<file path="src/rtl/result_display.sv">
// ============================================================================
//  Module      : result_display
//  Description : Captures a 32-bit result word on a load strobe and shows it
//                on an 8-digit common-anode multiplexed seven-segment display,
//                in hex or unsigned decimal (sequential shift-add-3 BCD).
//  Revision    : 1.0 - initial release
// ============================================================================
`default_nettype none

module result_display #(
    parameter int DIGIT_CYCLES = 100000
) (
    input  logic        clk,
    input  logic        rst,
    input  logic        load,
    input  logic [31:0] data,
    input  logic        dec_mode,
    output logic [6:0]  seg,
    output logic        dp,
    output logic [7:0]  an,
    output logic        busy
);

    localparam int                 c_PRE_W   = (DIGIT_CYCLES > 2) ? $clog2(DIGIT_CYCLES) : 1;
    localparam logic [c_PRE_W-1:0] c_PRE_MAX = c_PRE_W'(DIGIT_CYCLES - 1);

    typedef enum logic [1:0] {
        S_IDLE = 2'd0,
        S_CONV = 2'd1,
        S_DONE = 2'd2
    } state_t;

    state_t              state_q, state_d;
    logic [31:0]         shift_q, shift_d;
    logic [39:0]         bcd_q,   bcd_d;
    logic [4:0]          iter_q,  iter_d;
    logic [31:0]         digits_q, digits_d;
    logic [7:0]          blank_q,  blank_d;
    logic                ovf_q,    ovf_d;
    logic                busy_q;
    logic [c_PRE_W-1:0]  pre_q;
    logic [2:0]          idx_q;
    logic [6:0]          seg_q;
    logic                dp_q;
    logic [7:0]          an_q;

    logic [39:0]         w_bcd_adj;
    logic [7:0]          w_blank;
    logic [3:0]          w_code;

    // Seven-segment pattern, active-low, bit order {g,f,e,d,c,b,a}.
    function automatic logic [6:0] seg_pattern(input logic [3:0] code);
        logic [6:0] p;
        case (code)
            4'h0: p = 7'h40;
            4'h1: p = 7'h79;
            4'h2: p = 7'h24;
            4'h3: p = 7'h30;
            4'h4: p = 7'h19;
            4'h5: p = 7'h12;
            4'h6: p = 7'h02;
            4'h7: p = 7'h78;
            4'h8: p = 7'h00;
            4'h9: p = 7'h10;
            4'hA: p = 7'h08;
            4'hB: p = 7'h03;
            4'hC: p = 7'h46;
            4'hD: p = 7'h21;
            4'hE: p = 7'h06;
            default: p = 7'h0E;
        endcase
        return p;
    endfunction

    // Add-3 correction on every BCD nibble that is 5 or more, ahead of the shift.
    always_comb begin
        w_bcd_adj = bcd_q;
        for (int i = 0; i < 10; i++) begin
            if (bcd_q[i*4 +: 4] >= 4'd5) begin
                w_bcd_adj[i*4 +: 4] = bcd_q[i*4 +: 4] + 4'd3;
            end
        end
    end

    // Leading-zero blanking: a digit goes dark when it and every digit above it
    // (including the two overflow digits) are zero; digit 0 always stays lit.
    always_comb begin
        logic v_seen;
        w_blank = 8'h00;
        v_seen  = |bcd_q[39:32];
        for (int i = 7; i >= 1; i--) begin
            if (bcd_q[i*4 +: 4] != 4'd0) begin
                v_seen = 1'b1;
            end
            w_blank[i] = ~v_seen;
        end
    end

    // Next-state logic: load capture, conversion iterations and commit.
    always_comb begin
        state_d  = state_q;
        shift_d  = shift_q;
        bcd_d    = bcd_q;
        iter_d   = iter_q;
        digits_d = digits_q;
        blank_d  = blank_q;
        ovf_d    = ovf_q;
        unique case (state_q)
            S_IDLE: begin
                if (load) begin
                    if (dec_mode) begin
                        shift_d = data;
                        bcd_d   = 40'd0;
                        iter_d  = 5'd0;
                        state_d = S_CONV;
                    end else begin
                        digits_d = data;
                        blank_d  = 8'h00;
                        ovf_d    = 1'b0;
                    end
                end
            end
            S_CONV: begin
                {bcd_d, shift_d} = {w_bcd_adj, shift_q} << 1;
                iter_d           = iter_q + 5'd1;
                if (iter_q == 5'd31) begin
                    state_d = S_DONE;
                end
            end
            S_DONE: begin
                digits_d = bcd_q[31:0];
                ovf_d    = |bcd_q[39:32];
                blank_d  = w_blank;
                state_d  = S_IDLE;
            end
            default: begin
                state_d = S_IDLE;
            end
        endcase
    end

    // FSM, converter and display-buffer registers.
    always_ff @(posedge clk or negedge rst) begin
        if (!rst) begin
            state_q  <= S_IDLE;
            shift_q  <= 32'd0;
            bcd_q    <= 40'd0;
            iter_q   <= 5'd0;
            digits_q <= 32'd0;
            blank_q  <= 8'h00;
            ovf_q    <= 1'b0;
            busy_q   <= 1'b0;
        end else begin
            state_q  <= state_d;
            shift_q  <= shift_d;
            bcd_q    <= bcd_d;
            iter_q   <= iter_d;
            digits_q <= digits_d;
            blank_q  <= blank_d;
            ovf_q    <= ovf_d;
            busy_q   <= (state_d != S_IDLE);
        end
    end

    // Scan prescaler and digit index; runs regardless of the converter.
    always_ff @(posedge clk or negedge rst) begin
        if (!rst) begin
            pre_q <= '0;
            idx_q <= 3'd0;
        end else if (pre_q == c_PRE_MAX) begin
            pre_q <= '0;
            idx_q <= idx_q + 3'd1;
        end else begin
            pre_q <= pre_q + 1'b1;
        end
    end

    assign w_code = digits_q[{idx_q, 2'b00} +: 4];

    // Registered anode, segment and decimal-point drive for the current digit.
    always_ff @(posedge clk or negedge rst) begin
        if (!rst) begin
            an_q  <= 8'hFE;
            seg_q <= 7'h40;
            dp_q  <= 1'b1;
        end else begin
            an_q  <= ~(8'd1 << idx_q);
            seg_q <= blank_q[idx_q] ? 7'h7F : seg_pattern(w_code);
            dp_q  <= ~ovf_q;
        end
    end

    assign seg  = seg_q;
    assign dp   = dp_q;
    assign an   = an_q;
    assign busy = busy_q;

endmodule

`default_nettype wire
</file>
<file path="config.mk">
export PLATFORM = sky130hd
export DESIGN_NAME = result_display
export DESIGN_NICKNAME = d
export VERILOG_FILES = /design/src/rtl/result_display.sv
export SDC_FILE = /design/constraint.sdc
export NUM_CORES = 1
export LEC_CHECK = 0
export BUFFER_PORTS_ARGS = -buffer_cell sky130_fd_sc_hd__clkbuf_2
export CAP_MARGIN = 20
export CORE_MARGIN = 2
export CORE_UTILIZATION = 40
export CTS_CLUSTER_SIZE = 10
export DETAILED_ROUTE_END_ITERATION = 10
export PLACE_DENSITY = 0.68
export SYNTH_ARGS = -nofsm -noshare
export SYNTH_HDL_FRONTEND = slang
export SYNTH_SLANG_ARGS = --single-unit
export TNS_END_PERCENT = 50
</file>
<file path="constraint.sdc">
create_clock -name clk -period 3.2 [get_ports clk]
set_clock_uncertainty 0.15 [all_clocks]
set_input_delay 0.48 -clock clk [delete_from_list [all_inputs] [get_ports clk]]
set_output_delay 0.48 -clock clk [all_outputs]
set_load 0.005 [all_outputs]
</file>
==> Yosys cells after proc, flatten, opt, wreduce, memory -nomap -nowiden <==
Memories as Yosys holds them, arrays and structs flattened.
Index checks and enable logic that the tools add are counted.
{ "totals": {"wordCells": 113, "inputBits": 36, "romBits": 112, "out_inout_bits": 17, "register_bits": 157, "mem_count": 1} }
{ "classes": {"bitwise_logic": 9, "n_reduce_logical": 14, "magnitude_cmp": 11, "n_eq_ne": 7, "add_sub_neg": 13, "mux": 43, "shift": 2} }
{ "memory_table": {"columns": ["memory", "words", "word_bits", "rd", "rd_clocked_by_memory_dff", "wr", "line", "source"], "rows": [
  ["(name not given)", 16, 7, 1, 0, 0, "54", "case (code)"]
]} }
{ "op_table": {"columns": ["operator", "n"], "rows": [
  ["$mux 32", 4],
  ["$pmux 32 s2", 2],
  ["$mux 40", 2],
  ["$pmux 40 s2", 1],
  ["$ge 4x3->1 const B", 10],
  ["$add 4x2->4 const B", 9],
  ["$mux 4", 9],
  ["$shiftx 32x6->4", 1],
  ["$reduce_bool 4->1", 7],
  ["$add 17x1->17 const B", 1],
  ["$eq 17x17->1 const B", 1],
  ["$mux 17", 1],
  ["$mux 8", 2],
  ["$pmux 8 s2", 1],
  ["$mux 1", 10],
  ["$mux 5", 2],
  ["$pmux 5 s2", 1],
  ["$not 1->1", 8],
  ["$not 8->8", 1],
  ["$reduce_or 8->1", 1],
  ["$shl 1x3->8 const A", 1],
  ["$mux 7", 1],
  ["$mux 2", 3],
  ["$ne 2x2->1 const B", 3],
  ["14 further kinds", 17]
]} }

==> Logic depth before layout (Yosys ltp) <==
Gate-level depths: netlist of the first run.
{ "depth": {"depth_word": 10, "mapped_depth": 10, "ltp_nobuf": 8} }

==> Worst setup path after synthesis of the first run <==
No wires, ideal clock.
{ "synth_timing": {"path_kind": "register -> register", "start": "register idx_q[1]", "end": "register seg_q[3], in the netlist seg[3]", "t_required_ns": 2.968, "path_buffers": 1, "setup_slack_ns": 0.920, "synth_period_minus_slack_ns": 2.280, "setup_ns": 0.082, "t_arrival_ns": 2.048, "path_stages_with_launch": 8, "cell_sequence": "dfrtp_1 > buf_2 > mux4_2 > mux2_2 > clkinv_1 > ha_1 > o2111a_1 > a31oi_1"} }
{ "synth_via": {"elab_chain_cells": 3, "word_cells_on_any_way": 5, "cone_classes": "1 x shift; 3 x mux; 1 x memory"} }
{ "synth_lines": {"columns": ["item", "line", "source"], "rows": [
  ["start: declaration", "42", "logic [2:0] idx_q;"],
  ["start signal: assignment", "172", "idx_q <= idx_q + 3'd1;"],
  ["$shiftx 32x6->4 or $bmux 1 s3 (tied branches)", "178, 188", null],
  ["$mem_v2 16x7 or $mux 1 (tied branches)", null, null],
  ["$mux 7 *", "188", "seg_q <= blank_q[idx_q] ? 7'h7F : seg_pattern(w_code);"],
  ["end signal: assignment", "188", null],
  ["end: declaration", "43", "logic [6:0] seg_q;"]
]} }
Every way passes the cells marked *; elsewhere a longest branch is shown, timed or not. The select of a mux whose other input is x is not followed.
A chain may end at the register's enable or synchronous reset.

==> Worst setup path in the final report of the first run <==
{ "layout_timing": {"start": "register idx_q[0]", "end": "register seg_q[0], in the netlist seg[0]"} }
Same word-level chain as after synthesis.

==> impl_metrics.json, run 1 <==
{
  "outcome": "finished, final reports clean",
  "synth_fp_nets": 800,
  "async_flop_share_pct": 100,
  "clockRootBuffer": "clkbuf_16",
  "cts_tree": "built",
  "hold_viol": 0,
  "hold_path_depth": 3,
  "clkSinkCount": 156,
  "path_class": "flip-flop to flip-flop",
  "start_util_pct": 40.5,
  "ys_seq_area_share_pct": 50.0,
  "clk_latency_ns": 0.42,
  "fin_cells": 1045,
  "crit_path_start_kind": "flip-flop",
  "ctsResizeCount": 0,
  "layout_commonest_cell": "dfrtp_1",
  "yosysUniqueCellTypes": 55,
  "layout-drive-gt1-share_pct": 16.3,
  "via_per_inst": 5.30,
  "gp_congestion": 0.824,
  "grt.overflow.total": 0,
  "wirelength_um": 16800,
  "postCtsHoldBufs": 1,
  "numPortBuffers": 52,
  "clk_pin_slew_ns": 0.07,
  "postCtsSetupBuffers": 0,
  "tns_ns": 0,
  "end_kind": "flip-flop",
  "yosysWarnings": 0,
  "rows": 51,
  "cts_htree_levels": 4,
  "dp_cells": 1012,
  "slew_headroom_pct": 33.7,
  "p_per_area_mw_per_mm2": 913,
  "drv_cap": 0,
  "fin_ws_ns": 0.757,
  "drt_first_pass_iters": 9,
  "fmax_mhz": 409,
  "rsz0062_at_grt": "no",
  "clockBufferDepth": 2,
  "worstPathRequired_ns": 3.33,
  "grt_max_degree": 55,
  "ys_ff_latch": 156,
  "dpl.hpwl_um": 11700,
  "ff2ff_path_depth": 5,
  "worstPathMaxFanout": 13,
  "numCtsBuffers": 17,
  "grt_first_pass_wirelength_um": 28200,
  "die_h_um": 144,
  "grt_pass1_vias": 5457,
  "synth_edf_count": 0,
  "finalCritPeriodShare_pct": 76.3,
  "final_cell_mix": "147 x dfrtp_1, 72 x nand2_1, 60 x inv_1",
  "grt_use_total_pct": 17.6,
  "num_vias": 5542,
  "ys.flop_type": "dfrtp_1",
  "fin_nets": 847,
  "area_delta_synth_final_pct": 15.4,
  "grt_antenna_before_repair": 0,
  "p_leak_nw": 4.24,
  "setup_viol_count_final": 0,
  "fin_crit_ns": 2.44,
  "io_pins": 53,
  "ir_worst_vdd_v": 0.000875,
  "pre_cts_ws_ns": 0.691,
  "syn_area_mm2": 0.00782,
  "die_area_mm2": 0.0207,
  "drt_iter0_markers": 483,
  "tightest_slew_ns": 0.988,
  "core_area_mm2": 0.0193,
  "drv_slew": 0,
  "synthCells": 720,
  "wl_per_cell_um": 16.1,
  "worst_hold_path_type": "primary input to flip-flop",
  "ant_nets": 0,
  "die_x_um": 144,
  "drcViolationCount": 0,
  "syn_avg_cell_area_um2": 10.9,
  "cp.arrival_ns": 2.57,
  "finalPower_w": 0.00824,
  "diodes": 0
}
==> per-stage QoR <==
stage               util [%]  hold WS (ns)  area, um2
floorplan                  -        0.0344       7820
global placement        43.4         0.296       8390
detailed placement      43.4         0.294       8390
CTS                     46.7         0.126       9020
global route            46.7         0.146       9020
finish                  46.7         0.140       9020
==> report_power, final <==
group / internal, W / switching [W] / leakage (nW)
clock: 0.00126 / 0.000842 / 0.295
sequential: 0.00266 / 0.000558 / 1.98
combinational: 0.00131 / 0.00161 / 1.96
==> cell families (layout without fill, tap and decap cells) <==
family / after synthesis / after routing / share of synthesized area, %
DFF: 156 / 156 / 50.0
adders and majority gates: 44 / 44 / 7.04
xor gates and xnor gates: 29 / 29 / 3.25
buffers and inverters: 101 / 161 / 5.23
and+or+nand+nor: 153 / 153 / 9.66
AOI/OAI and AO/OA: 186 / 186 / 16.9
muxes: 51 / 51 / 7.90
==> cell usage after synthesis, types with 5 or more instances <==
cell type,n,share of area [%]
a21oi_1,20,1.3
a222oi_1,30,3.8
a22o_1,17,1.9
a32o_1,10,1.3
and3_1,5,0.40
buf_2,12,0.77
clkbuf_1,24,1.2
dfrtp_1,147,47
dfstp_2,9,3.0
ha_1,44,7.0
inv_1,60,2.9
mux2i_1,39,5.0
mux4_2,7,2.0
nand2_1,72,3.5
nand2b_1,12,0.96
nand3_1,7,0.45
nor2_1,18,0.86
nor2b_1,7,0.56
nor3b_1,10,0.96
o21ai_0,57,3.6
o22ai_1,16,1.3
o31ai_1,12,1.2
xnor2_1,17,1.9
xor2_1,12,1.3
==> registers in the layout, summed over array words and instances, names as in the netlist, 2 cells and up <==
register,count
bcd_q,40
digits_q,32
shift_q,32
pre_q,17
an,8
blank_q,7
seg,7
iter_q,5
idx_q,3
state_q,2
==> final timing paths <==
check / slack, ns / start / endpoint
worst max-delay path: 0.76 / idx_q[0] / seg[0]
worst min-delay path: 0.14 / data[27] / shift_q[27]
worst max register to register: 0.76 / idx_q[0] / seg[0]
worst min register to register: 0.32 / ovf_q / dp
max in group asynchronous: 1.69 / rst / dp
min in group asynchronous: 0.41 / rst / pre_q[5]
==> metal layers <==
| metal | vias up | track usage, % | wire [um] |
|---|---|---|---|
| li1 | 2707 | - | - |
| met4 | 0 | 4.49 | 138 |
| met3 | 10 | 3.77 | 736 |
| met1 | 2715 | 24.1 | 7770 |
| met2 | 110 | 28.5 | 8140 |
| met5 | - | 0 | 0 |
==> critical path, cell delays in order (launching register included) <==
cell and delay, ns:
dfrtp_1 0.66, mux4_2 0.59, mux2i_4 0.39, o21ai_1 0.21, a21oi_1 0.21, o31ai_1 0.08
==> cell type report <==
type | instances | area (um2)
Tap cell | 265 | 332
Inverter | 62 | 233
Clock buffer | 18 | 439
Timing Repair Buffer | 67 | 394
Multi-Input combinational cell | 463 | 3530
Fill cell | 1740 | 10300
Clock inverter | 14 | 181
Sequential cell | 156 | 3920
(Power assumes the default switching activity.)
==> run 2: changes to the inputs <==
--- a/config.mk
+++ b/config.mk
@@ -5,13 +5,14 @@
 export SDC_FILE = /design/constraint.sdc
 export NUM_CORES = 1
 export LEC_CHECK = 0
+export ABC_AREA = 1
 export BUFFER_PORTS_ARGS = -buffer_cell sky130_fd_sc_hd__clkbuf_2
 export CAP_MARGIN = 20
 export CORE_MARGIN = 2
 export CORE_UTILIZATION = 40
 export CTS_CLUSTER_SIZE = 10
 export DETAILED_ROUTE_END_ITERATION = 10
-export PLACE_DENSITY = 0.68
+export PLACE_DENSITY = 0.67
 export SYNTH_ARGS = -nofsm -noshare
 export SYNTH_HDL_FRONTEND = slang
 export SYNTH_SLANG_ARGS = --single-unit
==> constraint.sdc (replaced) <==
create_clock -name clk -period 2.5 [get_ports clk]
set_clock_uncertainty 0.15 [all_clocks]
set_input_delay 0.375 -clock clk [delete_from_list [all_inputs] [get_ports clk]]
set_output_delay 0.375 -clock clk [all_outputs]
set_load 0.005 [all_outputs]
==> run 2 against run 1 <==
Non-clock buffer count grew 4. Synthesized cell count increased by 37%. Core utilization increased by 0.19 points. Maximum frequency is 16% higher. Largest power group is now combinational cells. Highest routed layer unchanged. Global-route usage up 1.6 points. Power up 29%.
==> impl_metrics.json, run 2 <==
{
  "io_pins": 53,
  "synth_area_leader_cell": "dfrtp_1",
  "synth_edf_count": 0,
  "p_leak_nw": 4.50,
  "dp_cells": 1285,
  "fmax_mhz": 473,
  "numCtsBuffers": 17,
  "path_class": "flip-flop to flip-flop",
  "slew_headroom_pct": 63.8,
  "cp_cell_sequence": "inv_2 -> nand2_1 -> nand3_1 -> nand2_1 -> o21ai_2 -> inv_1 -> ha_1 -> nand3_1 -> nand2_1 -> nand2_1 -> nand3_1",
  "synth_fp_nets": 1063,
  "outcome": "finished, final reports clean",
  "fin_crit_ns": 2.11,
  "syn_avg_cell_area_um2": 8.40,
  "yosysWarnings": 0,
  "fin_cells": 1318,
  "ys_top_cells_by_count": "212 x nand2_1, 147 x dfrtp_1, 141 x inv_1",
  "yosys-top-cells-area": "dfrtp_1 45%, nand2_1 9.6%, ha_1 6.7%",
  "crit_path_start_kind": "flip-flop",
  "grt_max_degree": 54,
  "die_h_um": 148,
  "tns_ns": 0,
  "final_cell_mix": "210 x nand2_1, 147 x dfrtp_1, 141 x inv_1",
  "layout-drive-gt1-share_pct": 12.9,
  "ys.flop_type": "dfrtp_1",
  "grt_use_total_pct": 19.2,
  "crit_buf_inv": 2,
  "drv_slew": 0,
  "core_area_mm2": 0.0202,
  "worst_hold_path_type": "primary input to flip-flop",
  "rsz0062_at_grt": "no",
  "postCtsSetupBuffers": 0,
  "grt.overflow.total": 0,
  "fin_ws_ns": 0.387,
  "clockRootBuffer": "clkbuf_16",
  "regMostFlops": "bcd_q",
  "fin_nets": 1115,
  "finalCritPeriodShare_pct": 84.5,
  "clockBufferDepth": 2,
  "area_delta_synth_final_pct": 14.8,
  "layout_commonest_cell": "nand2_1",
  "tightest_slew_ns": 0.543,
  "drcViolationCount": 0,
  "clkSinkCount": 156,
  "cp.arrival_ns": 2.27,
  "largest_reg_flops": 40,
  "num_vias": 6716,
  "rows": 52,
  "grt_antenna_before_repair": 0,
  "async_flop_share_pct": 100,
  "clk_pin_slew_ns": 0.06,
  "worstPathRequired_ns": 2.66,
  "ir_worst_vdd_v": 0.000527,
  "pre_cts_ws_ns": 0.409,
  "cts_tree": "built",
  "ant_nets": 0,
  "synthCells": 983,
  "end_kind": "flip-flop",
  "gp_congestion": 0.880,
  "clk_latency_ns": 0.43,
  "yosysMostFrequentCell": "nand2_1",
  "setup_viol_count_final": 0,
  "ys_ff_latch": 156,
  "timing.hold.ws_ns": 0.0215,
  "ys_seq_area_share_pct": 47.4,
  "p_per_area_mw_per_mm2": 1130,
  "grt_first_pass_wirelength_um": 33300,
  "dpl.hpwl_um": 13900,
  "worstPathMaxFanout": 20,
  "cts_htree_levels": 4,
  "grt_pass1_vias": 6542,
  "drv_cap": 0,
  "start_util_pct": 40.8,
  "crit_path_max_incr_delay_ns": 0.38,
  "cpMaxStageDelayCell": "dfrtp_1",
  "drt_iter0_markers": 457,
  "die_x_um": 148,
  "top_regs": "bcd_q x40, digits_q x32, shift_q x32",
  "yosysUniqueCellTypes": 42,
  "hold_viol": 0,
  "wl_per_cell_um": 14.7,
  "die_area_mm2": 0.0218,
  "numPortBuffers": 52,
  "crit_top_cell": "nand2_1",
  "diodes": 0,
  "via_per_inst": 5.10,
  "ctsResizeCount": 0,
  "synth_top_area_share_pct": 44.5,
  "cp_top_family": "simple AND/OR/NAND/NOR gates",
  "drt_first_pass_iters": 5,
  "syn_area_mm2": 0.00826,
  "wirelength_um": 19400
}
==> run 2: area by class of cell <==
type,instances,area (um2)
multi-input combinational,640,3590
inverter,149,562
fill,1937,10800
sequential,156,3920
clock buffer,19,443
clock inverter,13,185
timing repair buffer,71,449
tap,270,338
==> run 2: logic make-up (layout without fill, tap and decap cells) <==
group,after synthesis,after routing,synth area share (%)
buf+inv,187,252,9.24
simple gates,341,341,17.8
flops,156,156,47.4
fa+ha+maj,44,44,6.67
compound gates,238,238,17.1
xor+xnor,17,17,1.80
==> run 2: worst paths after layout <==
kind | to | start | slack [ns] | depth (start not counted)
max in group asynchronous | dp | rst | 1.21 | 3
worst max-delay path | seg[3] | idx_q[0] | 0.39 | 11
worst min register to register | dp | ovf_q | 0.22 | 1
min in group asynchronous | shift_q[20] | rst | 0.32 | 2
worst min-delay path | shift_q[0] | data[0] | 0.02 | 3
worst max register to register | seg[3] | idx_q[0] | 0.39 | 11
==> run 2: routing by layer <==
metal	track usage (%)	routed length, um	up-vias
li1	-	-	3344
met1	27.4	9480	3197
met2	29.0	8750	143
met3	3.83	760	32
met4	6.92	445	0
met5	0	0	-
==> run 2: what timing repair did <==
action / CTS / global route
hold endpoints to repair: 48 / 0
hold buffers: 1 / 0
setup endpoints to repair: 0 / 0
==> run 2: through the flow <==
step	cell area, um2	utilization (%)	total power (W)
CTS	9480	46.9	0.0107
finish	9480	46.9	0.0107
global route	9480	46.9	0.0116
global placement	8840	43.7	0.00778
detailed placement	8840	43.7	0.00791
floorplan	8260	-	0.00679
==> run 2: worst min-delay path, delay by kind of cell <==
kind / cells / cell delay (ns)
buf+inv: 1 / 0.09
compound gates: 1 / 0.05
simple gates: 1 / 0.04
==> run 2: power by group <==
group | switching (W) | internal (W) | total [W]
Combinational | 0.00256 | 0.00144 | 0.00400
Sequential | 0.000441 | 0.00345 | 0.00389
Clock | 0.00108 | 0.00170 | 0.00278
